===== src/rtl/rr_client_requester.sv =====
// Client agent for a two-port round-robin arbiter: queues jobs, drives one request
// line and counts granted beats per job. Optional watchdog: RR_CLIENT_WATCHDOG_EN.
module rr_client_requester #(
  parameter  int DEPTH    = 4,
  parameter  int LEN_W    = 4,
  parameter  int MAX_WAIT = 8,
  localparam int LVL_W    = $clog2(DEPTH + 1)
) (
  input  logic             clock_i,
  input  logic             reset_n_i,
  input  logic             job_valid_i,
  input  logic [LEN_W-1:0] job_len_i,
  output logic             job_ready_o,
  output logic             req_o,
  input  logic             ack_i,
  output logic             beat_o,
  output logic             done_o,
  output logic             busy_o,
  output logic [LVL_W-1:0] level_o,
  output logic             starve_o
);

  localparam int PTR_W = (DEPTH > 1) ? $clog2(DEPTH) : 1;

  typedef enum logic [1:0] {IDLE, REQ, GAP1, GAP2} state_e;

  state_e           state_q, state_d;
  logic [LEN_W-1:0] rem_q, rem_d;

  logic [LEN_W-1:0] mem_q [DEPTH];
  logic [PTR_W-1:0] wr_ptr_q, rd_ptr_q;
  logic [LVL_W-1:0] cnt_q, cnt_d;
  logic             full, empty, push, pop;
  logic             beat, done;

  // ---------------- job FIFO ----------------
  assign full  = (cnt_q == LVL_W'(DEPTH));
  assign empty = (cnt_q == '0);
  // Full blocks a push even when a pop frees a slot on the same edge.
  assign push  = job_valid_i & ~full;
  assign cnt_d = cnt_q + LVL_W'(push) - LVL_W'(pop);

  always_ff @(posedge clock_i) begin
    if (push) mem_q[wr_ptr_q] <= job_len_i;
  end

  always_ff @(posedge clock_i or negedge reset_n_i) begin
    if (!reset_n_i) begin
      wr_ptr_q <= '0;
      rd_ptr_q <= '0;
      cnt_q    <= '0;
    end else begin
      if (push) wr_ptr_q <= wr_ptr_q + PTR_W'(1);
      if (pop)  rd_ptr_q <= rd_ptr_q + PTR_W'(1);
      cnt_q <= cnt_d;
    end
  end

  // ---------------- request FSM ----------------
  always_ff @(posedge clock_i or negedge reset_n_i) begin
    if (!reset_n_i) begin
      state_q <= IDLE;
      rem_q   <= '0;
    end else begin
      state_q <= state_d;
      rem_q   <= rem_d;
    end
  end

  always_comb begin
    state_d = state_q;
    rem_d   = rem_q;
    pop     = 1'b0;
    beat    = 1'b0;
    done    = 1'b0;
    unique case (state_q)
      IDLE: begin
        if (!empty) begin
          pop     = 1'b1;
          rem_d   = mem_q[rd_ptr_q];
          state_d = REQ;
        end
      end
      REQ: begin
        beat = ack_i;
        if (ack_i) begin
          if (rem_q == '0) begin
            done    = 1'b1;
            state_d = GAP1;
          end else begin
            rem_d = rem_q - LEN_W'(1);
          end
        end
      end
      // Two-cycle release gap lets a lagging grant for the old request drain out.
      GAP1: state_d = GAP2;
      GAP2: begin
        if (!empty) begin
          pop     = 1'b1;
          rem_d   = mem_q[rd_ptr_q];
          state_d = REQ;
        end else begin
          state_d = IDLE;
        end
      end
      default: state_d = IDLE;
    endcase
  end

  assign req_o       = (state_q == REQ);
  assign beat_o      = beat;
  assign done_o      = done;
  assign job_ready_o = ~full;
  assign level_o     = cnt_q;
  assign busy_o      = (state_q != IDLE) | ~empty;

  // ---------------- optional starvation watchdog ----------------
`ifdef RR_CLIENT_WATCHDOG_EN
  localparam int WAIT_W = $clog2(MAX_WAIT + 1);

  logic [WAIT_W-1:0] wait_q, wait_d;
  logic              starve_q, starve_d;

  always_comb begin
    wait_d   = wait_q;
    starve_d = starve_q;
    if (beat || state_q != REQ) begin
      wait_d = '0;
    end else if (wait_q < WAIT_W'(MAX_WAIT)) begin
      wait_d = wait_q + WAIT_W'(1);
    end
    // Flag is sticky past leaving REQ; only a granted beat proves progress.
    if (beat) begin
      starve_d = 1'b0;
    end else if (state_q == REQ && wait_d == WAIT_W'(MAX_WAIT)) begin
      starve_d = 1'b1;
    end
  end

  always_ff @(posedge clock_i or negedge reset_n_i) begin
    if (!reset_n_i) begin
      wait_q   <= '0;
      starve_q <= 1'b0;
    end else begin
      wait_q   <= wait_d;
      starve_q <= starve_d;
    end
  end

  assign starve_o = starve_q;
`else
  assign starve_o = 1'b0;
`endif

endmodule


===== config.mk =====
export PLATFORM = sky130hd
export DESIGN_NAME = rr_client_requester
export DESIGN_NICKNAME = d
export VERILOG_FILES = /design/src/rtl/rr_client_requester.sv
export SDC_FILE = /design/constraint.sdc
export NUM_CORES = 1
export LEC_CHECK = 0
export ABC_AREA = 1
export CAP_MARGIN = 10
export CORE_MARGIN = 5
export CORE_UTILIZATION = 35
export CTS_BUF_LIST = sky130_fd_sc_hd__clkbuf_4 sky130_fd_sc_hd__clkbuf_8 sky130_fd_sc_hd__clkbuf_16
export DETAILED_ROUTE_END_ITERATION = 8
export PLACE_DENSITY_LB_ADDON = 0.08
export SLEW_MARGIN = 40
export SYNTH_ARGS = -nofsm -noshare
export SYNTH_HDL_FRONTEND = slang
export SYNTH_SLANG_ARGS = --single-unit

===== constraint.sdc =====
create_clock -name clock_i -period 2.2 [get_ports clock_i]
set_clock_uncertainty 0.05 [all_clocks]
set_input_delay 0.66 -clock clock_i [delete_from_list [all_inputs] [get_ports clock_i]]
set_output_delay 0.66 -clock clock_i [all_outputs]
set_load 0.1 [all_outputs]

# Word-level counts from Yosys, hierarchy flattened
# Memories as Yosys holds them, arrays and structs flattened.
# Cells that the tools add are included.
dict set report op_classes {
  add_sub_neg 5
  multipliers 0
  div 0
  order_cmp 0
  eq_ne 9
  shift 0
  n_mux 17
  bitwise_logic 4
  reduce_logical 8
}
# op n
set ops {}
lappend ops {{4-bit 2-to-1 mux} 3}
lappend ops {{1-bit 2-to-1 mux} 9}
lappend ops {{2-bit one-hot mux with 4 select lines} 1}
lappend ops {{4-bit one-hot mux with 2 select lines} 1}
lappend ops {{2-bit 2-to-1 mux} 3}
lappend ops {{2-bit != test, second input constant} 3}
lappend ops {{2-bit by 1-bit adder with 2-bit output, second input constant} 2}
lappend ops {{2-bit equality test, second input constant} 2}
lappend ops {{4-bit logical NOT} 1}
lappend ops {{2-bit by 1-bit != test with 1-bit output, second input constant} 2}
lappend ops {{4-bit AND reduction} 1}
lappend ops {{2-bit nonzero test} 2}
lappend ops {{4-bit by 1-bit subtractor with 4-bit output, second input constant} 1}
lappend ops {{3-bit by 1-bit adder with 3-bit output} 1}
lappend ops {{3-bit equality test, second input constant} 1}
lappend ops {{3-bit logical NOT} 1}
lappend ops {{3-bit AND reduction} 1}
lappend ops {{3-bit by 1-bit subtractor with 3-bit output} 1}
lappend ops {{2-bit by 1-bit equality test with 1-bit output, second input constant} 1}
lappend ops {{2-bit logical NOT} 1}
lappend ops {{1-bit inverter} 2}
lappend ops {{2-bit OR reduction} 1}
lappend ops {{1-bit AND} 1}
lappend ops {{1-bit bitwise OR} 1}
dict set report totals {
  regBits 13
  latchBits 0
  mem_bits_rw 16
  romBits 0
  input_bits 8
  memories 1
}
# name depth word_bits read_ports rd_ports_with_merged_regs write_ports line_no
set memory_table {}
lappend memory_table {mem_q 4 4 1 0 1 30} ;# logic [LEN_W-1:0] mem_q [DEPTH];

# Depth between registers and ports, before layout
# Gate-level depths: netlist of the first run.
dict set report logic_depth {
  depth_word 5
  depth_mapped 11
}

# Worst setup path after synthesis of the first run
# No wires, ideal clock.
dict set report synth_timing {
  kind {flip-flop to output port}
  startpoint {register state_q[1]}
  endpoint {output done_o}
  arrival_ns 2.841
  t_required_ns 1.490
  slack_ns -1.351
  path_stages_with_launch 5
  path_buffers 0
  path_cell_list {dfrtp_1 -> inv_1 -> ha_1 -> nand3_2 -> nor2_1}
}
dict set report synth_between {
  elab_chain_len 2
}
# element line_no
set synth_lines {}
lappend synth_lines {{start, declared} 27} ;# state_e state_q, state_d;
lappend synth_lines {{start signal, assigned} 65} ;# state_q <= state_d;
lappend synth_lines {{2-bit by 1-bit equality test with 1-bit output} -}
lappend synth_lines {{via req_o} 14} ;# output logic req_o,
lappend synth_lines {{1-bit 2-to-1 mux} 76} ;# unique case (state_q)
lappend synth_lines {{end, declared} 17} ;# output logic done_o,
# The timed path passes the listed nets, and every way through them passes these cells.

# Worst setup path in the final report of the first run
dict set report layout_timing {
  startpoint {register state_q[1]}
  endpoint {output done_o}
}
dict set report layout_between {
  elab_chain_len 2
}
# element line_no
set layout_lines {}
lappend layout_lines {{2-bit by 1-bit equality test with 1-bit output} 76}
lappend layout_lines {{1-bit 2-to-1 mux} 76}
# Every way passes these cells.

==> results.yml, run 1 <==
global_route:
  grt_max_degree: 14
  grtUsageTotal: 0.1070
  grt_pass1_wl_um: 4974
  antenna_found_initial: 0
  overflow: 0
  grt_pass1_vias: 1104
floorplan:
  io_pins: 17
  start_util: 0.3565
  core_um2: 4324
  die_x_um: 76.37
  dieArea_um2: 5832
  fp.dieH_um: 76.37
  row_count: 24
flow_run:
  maxCapViolCount: 0
detailed_routing:
  drt-vias-per-instance: 4.442
  wl_um: 2867
  drc: 0
  final_antenna_net_count: 0
  drtIter0Drc: 20
  first_pass_iters: 4
  vias: 1115
  routedWlPerCell_um: 11.42
cts:
  numCtsBuffers: 5
  clk_latency_ps: 280
  cts-htree-levels: 2
  cts_tree: "built"
  cts-root-buf: "clkbuf_8"
  clock_path_buffers: 2
  cts.clk_slew.worst_paths_ps: 70
  cts.sinks: 29
placement:
  io_buffers: 15
  dpl.cell_count: 240
  dp.final_hpwl_um: 2220
  gp_congestion: 0.7891
synth:
  ys_seq_area_frac: 0.5227
  syn_area_um2: 1541
  synth_cell_types: 24
  yosys_warnings: 0
  synthAdderAreaFrac: 0.1023
  synth_compound_area_frac: 0.01705
  synth_xor_area_frac: 0.02841
  synth_top_family_by_area: "simple AND/OR/NAND/NOR gates"
  synth_fp_nets: 184
  syn_inst: 164
  ys_seq_elements: 29
  synth.mux.area_fraction: 0
  synth-simple-area-share: 0.2419
  syn_area_per_cell_um2: 9.399
run_status:
  status: "finished, final reports clean"
setup_path:
  worstSetupStartpointType: "register"
  cp_data_required_time_ps: 1490
  endpoint_kind: "output pin"
  r2r_slack_ps: 80
  reg2reg_depth: 11
  path_class: "register to output pin"
  cp_data_arrival_time_ps: 1430
  cp_max_fo: 4
layout:
  final_nets: 218
  layout-drive-gt1-share: 0.2613
  fin_util: 0.4850
  syn_to_final_growth_pct: 36.04
  fillers: 398
  final_cells: 251
  antenna_cells: 0
  seq_area_um2: 812.0
  multi_input_area_um2: 654.4
timing:
  fmax_mhz: 466.9
  fin_crit_sh: 0.9735
  finalCriticalPeriod_ps: 2142
  hold_viol: 0
  finalSetupViolations: 0
  rsz0062_at_grt: "true"
  slew_violations: 0
min_path:
  hold_depth: 2
  hp-class: "register to register"
cells by family (layout without fill, tap and decap cells):
family          after synthesis  after routing
buf+inv                      32             67
compound gates                4              4
flops                        29             29
simple gates                 81             81
fa+ha+maj                    12             12
xor+xnor                      5              5
other cells                   1              1
Yosys cell counts, drive strengths merged:
cell,count,share of area
nand2,45,0.12
inv,30,0.073
nand3,21,0.075
edfxtp,16,0.31
nor2,14,0.045
dfrtp,13,0.21
ha,11,0.089
xnor2,3,0.017
buf,2,0.012
o21ai,2,0.0089
xor2,2,0.011
a21oi,1,0.0032
conb,1,0.0024
fa,1,0.013
o211ai,1,0.0049
or2,1,0.0041
final timing paths:
| check | start | end |
|---|---|---|
| worst max-delay path | state_q[1]$_DFFE_PN0P_ | done_o |
| worst min-delay path | rem_q[0]$_DFFE_PN0P_ | rem_q[0]$_DFFE_PN0P_ |
| worst max register to register | state_q[1]$_DFFE_PN0P_ | level_o[2]$_DFF_PN0_ |
| worst min register to register | rem_q[0]$_DFFE_PN0P_ | rem_q[0]$_DFFE_PN0P_ |
| max in group asynchronous | reset_n_i | level_o[1]$_DFF_PN0_ |
| min in group asynchronous | reset_n_i | rd_ptr_q[1]$_DFFE_PN0P_ |
stage by stage:
stage / instance area, um^2 / TNS, ps / hold slack, ps / setup slack [ps]
after floorplan: 1577 / -592.0 / 314.4 / -153.4
after global placement: 1936 / -421.2 / 450.7 / -186.8
after detailed placement: 1936 / -584.5 / 463.3 / -239.0
after CTS: 2069 / 0 / 480.6 / 1.804
after global routing: 2097 / -82.48 / 520.7 / -29.48
final: 2097 / 0 / 484.4 / 58.22
metal layers:
metal | track usage | vias up | part of all wire
met5 | 0 | - | 0
li1 | - | 576 | -
met2 | 0.1644 | 24 | 0.48
met3 | 0.04728 | 7 | 0.053
met4 | 0.05769 | 0 | 0.018
met1 | 0.1244 | 508 | 0.45
flip-flops by register name, summed over array words and instances, names as in the netlist:
name	count
mem_q	16
rem_q	4
level_o	3
rd_ptr_q	2
state_q	2
wr_ptr_q	2
cell type report:
class,instances,area share
multi-input combinational,103,0.3121
timing repair buffer,29,0.1593
inverter,30,0.05549
tap,52,0.03103
clock inverter,3,0.02208
clock buffer,5,0.03282
sequential,29,0.3872
critical path, stage by stage, from the launching register on:
cell	delay [ps]
dfrtp_1	400
inv_2	60
buf_4	120
ha_4	150
nand3_4	90
nor2_4	140
buf_12	180
cell usage in the layout, fill, tap and decap left out, types with 5 or more instances in the layout:
| cell type | n |
|---|---|
| edfxtp_1 | 16 |
| nor2_1 | 10 |
| inv_1 | 24 |
| clkbuf_8 | 5 |
| dfrtp_1 | 10 |
| buf_12 | 8 |
| nand2_1 | 42 |
| nand3_1 | 18 |
| clkdlybuf4s50_1 | 6 |
| buf_4 | 14 |
| ha_1 | 9 |
| inv_2 | 5 |
repair_timing:
action                     4_1_cts  5_1_grt
gates resized for setup          2        4
setup buffers                    2        1
pin swaps                        0        2
hold buffers                     0        0
setup endpoints to repair        3        4
Power of run 1 is not shown: default switching activity piles up to over one toggle a cycle in this logic, so the estimate is an artifact.
==> run 2, diff against run 1 <==
- ABC_AREA: 1 -> default
==> run 2 against run 1 <==
Net effect:
- via count shrank 4.5%
- sequential share of layout area down 1.9 points
- non-clock buffer count increased by 12
- largest cell class unchanged
- highest routed layer unchanged
- critical path type unchanged
- sequential cell count is the same
- synthesized cell count down 29%
==> results.yml, run 2 <==
timing:
  worstMarginPinSlew_ps: 464.0
  fmax_mhz: 465.0
  fin_crit_sh: 0.9774
  finalCriticalPeriod_ps: 2150
  relSlewSlack: 0.6827
  rsz0062_at_grt: "true"
  hold_viol: 0
  finalSetupViolations: 0
  slew_violations: 0
  hold_slack_ps: 511.5
cts:
  cts.clk_slew.worst_paths_ps: 60
  cts-root-buf: "clkbuf_8"
  cts_tree: "built"
  hold_buffers: 0
  cts.sinks: 29
  clock_path_buffers: 2
  numCtsBuffers: 5
  clk_latency_ps: 270
  cts-htree-levels: 2
synth:
  syn_area_um2: 1515
  synth_fp_nets: 137
  yosysMostFrequentCell: "edfxtp_1"
  ys_seq_area_frac: 0.5318
  synth.mux.area_fraction: 0.06689
  syn_area_per_cell_um2: 12.95
  synth.area.top_cells: "edfxtp_1 32%, dfrtp_1 21%, ha_1 9.1%"
  synth_edf_count: 16
  synthFlopType: "edfxtp_1"
  synth_top_area_frac: 0.3171
  synth-simple-area-share: 0.1214
  synth_commonest_cells: "16 x edfxtp_1, 13 x dfrtp_1, 13 x inv_1"
  synth_cell_types: 39
  synth_top_family_by_area: "simple AND/OR/NAND/NOR gates"
  synth_compound_area_frac: 0.09744
  synth_top_area_cell: "edfxtp_1"
  yosys_warnings: 0
  synth_xor_area_frac: 0.02890
  syn_inst: 117
  ys_seq_elements: 29
  async_reset_ff_frac: 0.4483
  synthAdderAreaFrac: 0.1040
layout:
  fillers: 368
  antenna_cells: 0
  syn_to_final_growth_pct: 46.49
  final_cell_mix: "24 x buf_4, 16 x edfxtp_1, 10 x dfrtp_1, 8 x buf_12"
  layout_commonest_cell: "buf_4"
  regMostFlops: "mem_q"
  final_nets: 183
  fin_area_um2: 2220
  largest_reg_flops: 16
  layout-drive-gt1-share: 0.4451
global_route:
  grtUsageTotal: 0.1177
  overflow: 0
  grt_pass1_vias: 1071
  antenna_found_initial: 0
  grt_pass1_wl_um: 4961
  grt_max_degree: 14
setup_path:
  worstSetupStartpointType: "register"
  path_class: "register to output pin"
  endpoint_kind: "output pin"
  reg2reg_depth: 11
  cp_max_fo: 4
  cp_data_arrival_time_ps: 1440
  cp_data_required_time_ps: 1490
floorplan:
  die_x_um: 75.80
  row_count: 24
  core_um2: 4264
  start_util: 0.3553
  io_pins: 17
  fp.dieH_um: 75.80
  dieArea_um2: 5745
detailed_routing:
  final_antenna_net_count: 0
  drc: 0
  drt-vias-per-instance: 4.931
  vias: 1065
  drtIter0Drc: 39
  wl_um: 3026
  first_pass_iters: 5
  routedWlPerCell_um: 14.01
min_path:
  hold_depth: 1
  hp-class: "register to register"
placement:
  dp.final_hpwl_um: 2109
  gp_congestion: 0.7379
  postPlaceCellArea_um2: 1988
  io_buffers: 15
run_status:
  status: "finished, final reports clean"
flow_run:
  maxCapViolCount: 0
[run 2: final timing paths]
| check | start | endpoint | slack (ps) |
|---|---|---|---|
| worst min-delay path | wr_ptr_q[1]$_DFFE_PN0P_ | wr_ptr_q[1]$_DFFE_PN0P_ | 510 |
| worst max register to register | level_o[0]$_DFF_PN0_ | level_o[2]$_DFF_PN0_ | 90 |
| worst min register to register | wr_ptr_q[1]$_DFFE_PN0P_ | wr_ptr_q[1]$_DFFE_PN0P_ | 510 |
| max in group asynchronous | reset_n_i | level_o[2]$_DFF_PN0_ | 1270 |
| min in group asynchronous | reset_n_i | level_o[1]$_DFF_PN0_ | 640 |
| worst max-delay path | state_q[1]$_DFFE_PN0P_ | done_o | 50 |
[run 2: logic make-up after synthesis]
kind of cell / count (synthesis)
other: 1
AND/OR/NAND/NOR: 31
adder cells (fa/ha/maj): 12
XOR/XNOR: 5
flip-flops: 29
buffers and inverters: 16
AO/OA/AOI/OAI: 18
multiplexers: 5
[run 2: timing repair]
action | CTS | global route
pin swaps | 4 | 10
setup endpoints to repair | 4 | 4
buffers inserted | 5 | 4
gates resized for setup | 6 | 14
[run 2: cell type report]
cell class | count | area (um^2) | area share
clock buffer | 5 | 68.82 | 0.03100
clock inverter | 3 | 12.51 | 0.005637
timing repair buffer | 41 | 430.4 | 0.1939
inverter | 14 | 56.30 | 0.02537
sequential | 29 | 817.0 | 0.3681
multi-input combinational | 72 | 769.5 | 0.3467
tap | 52 | 65.06 | 0.02931
[run 2: critical path, cell delays in order (launching register included)]
cell and delay [ps]:
dfrtp_1 360, inv_2 60, buf_6 120, ha_4 170
nand2_4 70, clkinvlp_4 70, and2_4 160, buf_12 160
[run 2: routing by layer]
metal	routed length, um	global-route usage	up-vias
met2	1606	0.2044	18
met1	1277	0.1348	530
met3	128	0.03958	2
met5	0	0	-
li1	-	-	515
met4	14	0.04078	0
[run 2: per-stage QoR]
stage | TNS [ps] | instances | worst slack, ps | utilization
detailed placement | -1135 | 199 | -435.3 | 0.4663
finish | 0 | 216 | 49.69 | 0.5205
floorplan | -652.7 | 117 | -244.7 | -
global route | -21.53 | 216 | -18.02 | 0.5205
CTS | 0 | 212 | 9.602 | 0.4997
global placement | -993.2 | 199 | -377.1 | 0.4663
Power of run 2 is left out for the same reason.
==> run 3, diff against run 2 <==
- CORE_ASPECT_RATIO: default -> 2
==> run 3 against run 2 <==
Net effect:
- core utilization increased by 0.60 points
- fmax increased by 0.14%
- global-route usage increased by 0.73 points
- first-iteration DRC count decreased by 62%
- count of clock-buffer cells in the layout increased by 1
- via count increased by 0.75%
- register-to-register slack about the same
==> results.yml, run 3 (synthesis gave the netlist of run 2 again) <==
cts:
  cts.sinks: 29
  cts-root-buf: "clkbuf_8"
  clock_path_buffers: 2
  cts.clk_slew.worst_paths_ps: 60
  cts-htree-levels: 2
  cts_tree: "built"
  clk_latency_ps: 270
  numCtsBuffers: 5
timing:
  slew_violations: 0
  hold_slack_ps: 512.7
  fin_crit_sh: 0.9760
  fin_ws_ps: 52.79
  fmax_mhz: 465.7
  finalSetupViolations: 0
  hold_viol: 0
  tns_ps: 0
  finalCriticalPeriod_ps: 2147
floorplan:
  die_x_um: 56.53
  start_util: 0.3526
  row_count: 34
  dieArea_um2: 5825
  fp.dieH_um: 103.1
  core_um2: 4297
  io_pins: 17
detailed_routing:
  routedWlPerCell_um: 14.84
  wl_um: 3251
  drt-vias-per-instance: 4.900
  final_antenna_net_count: 0
  drtIter0Drc: 15
  vias: 1073
  drc: 0
  first_pass_iters: 4
min_path:
  worstHoldStart: "wr_ptr_q[1]$_DFFE_PN0P_"
  hold_path_end: "wr_ptr_q[1]$_DFFE_PN0P_"
  hold_depth: 1
  hp-class: "register to register"
placement:
  postPlaceCellArea_um2: 1991
  io_buffers: 15
  post-place-ws_ps: -437.6
  dp.final_hpwl_um: 2546
  gp_congestion: 0.7358
setup_path:
  reg2reg_depth: 11
  cp_data_required_time_ps: 1490
  crit_chain: "inv_2 -> buf_6 -> ha_4 -> nand2_4 -> clkinvlp_4 -> and2_4 -> buf_12"
  cp_slowest_stage_delay_ps: 360
  reg2reg_from: "level_o[0]$_DFF_PN0_"
  r2r_slack_ps: 100
  critPathBufInv: 4
  worstSetupStartpointType: "register"
  cp.depth: 7
  cp_max_fo: 5
  path_class: "register to output pin"
  endpoint_kind: "output pin"
  crit_path_top_delay_cell: "dfrtp_1"
  crit_family: "buffers and inverters"
  cp_data_arrival_time_ps: 1440
  r2r_end: "level_o[2]$_DFF_PN0_"
layout:
  regMostFlops: "mem_q"
  syn_to_final_growth_pct: 49.30
  fin_area_um2: 2262
  final_nets: 184
  layout-drive-gt1-share: 0.4545
  largest_reg_flops: 16
  antenna_cells: 0
  final_cell_mix: "24 x buf_4, 16 x edfxtp_1, 10 x dfrtp_1, 8 x buf_12"
  layout_commonest_cell: "buf_4"
global_route:
  grt_pass1_wl_um: 5409
  grt_max_degree: 14
  grtUsageTotal: 0.1250
  overflow: 0
  grt_pass1_vias: 1189
  antenna_found_initial: 0
flow_run:
  maxCapViolCount: 0
run_status:
  status: "finished, final reports clean"
## run 3: changes by cell type in the layout (fill, tap and decap cells not counted)
cell	delta
buf_6	+1
clkinv_1	-1
bufinv_16	+1
clkinv_2	-1
clkbuf_4	+1
## run 3: what timing repair did
item                                    CTS  global route
gates resized for setup                   6            15
hold buffers                              0             0
pin swaps                                 3            10
buffers inserted                          3             7
endpoints found under the setup margin    5             5
hold endpoints to repair                  0             0
## run 3: cell type report
| type | count | area (um^2) |
|---|---|---|
| Fill cell | 380 | 2034 |
| Sequential cell | 29 | 817.0 |
| Multi-Input combinational cell | 72 | 769.5 |
| Timing Repair Buffer | 42 | 441.7 |
| Clock buffer | 6 | 76.32 |
| Tap cell | 54 | 67.56 |
| Inverter | 14 | 56.30 |
| Clock inverter | 2 | 33.78 |
## run 3: routing by layer
layer  vias to the layer above  track usage  wire length [um]
met5                         -            0                 0
met4                         0      0.09141               167
met3                        13      0.02882               110
met2                        27       0.2469              1979
met1                       514       0.1032               994
li1                        519            -                 -
## run 3: metrics by stage
| stage | util | instances |
|---|---|---|
| 6_report | 0.5265 | 219 |
| 3_3_place_gp | 0.4633 | 201 |
| 5_1_grt | 0.5265 | 219 |
| 4_1_cts | 0.4997 | 212 |
| 3_5_place_dp | 0.4633 | 201 |
| 2_1_floorplan | - | 117 |
## run 3: how the worst max path moves through the flow
stage,startpoint,slack [ps],end
5_1_grt,level_o[0]$_DFF_PN0_,-6,busy_o
6_report,state_q[1]$_DFFE_PN0P_,50,done_o
3_5_place_dp,job_valid_i,-440,level_o[2]$_DFF_PN0_
3_3_place_gp,job_valid_i,-390,level_o[2]$_DFF_PN0_
4_1_cts,level_o[1]$_DFF_PN0_,-20,level_o[2]$_DFF_PN0_
2_1_floorplan,level_o[0]$_DFF_PN0_,-240,level_o[2]$_DFF_PN0_
Power of run 3 is left out for the same reason.
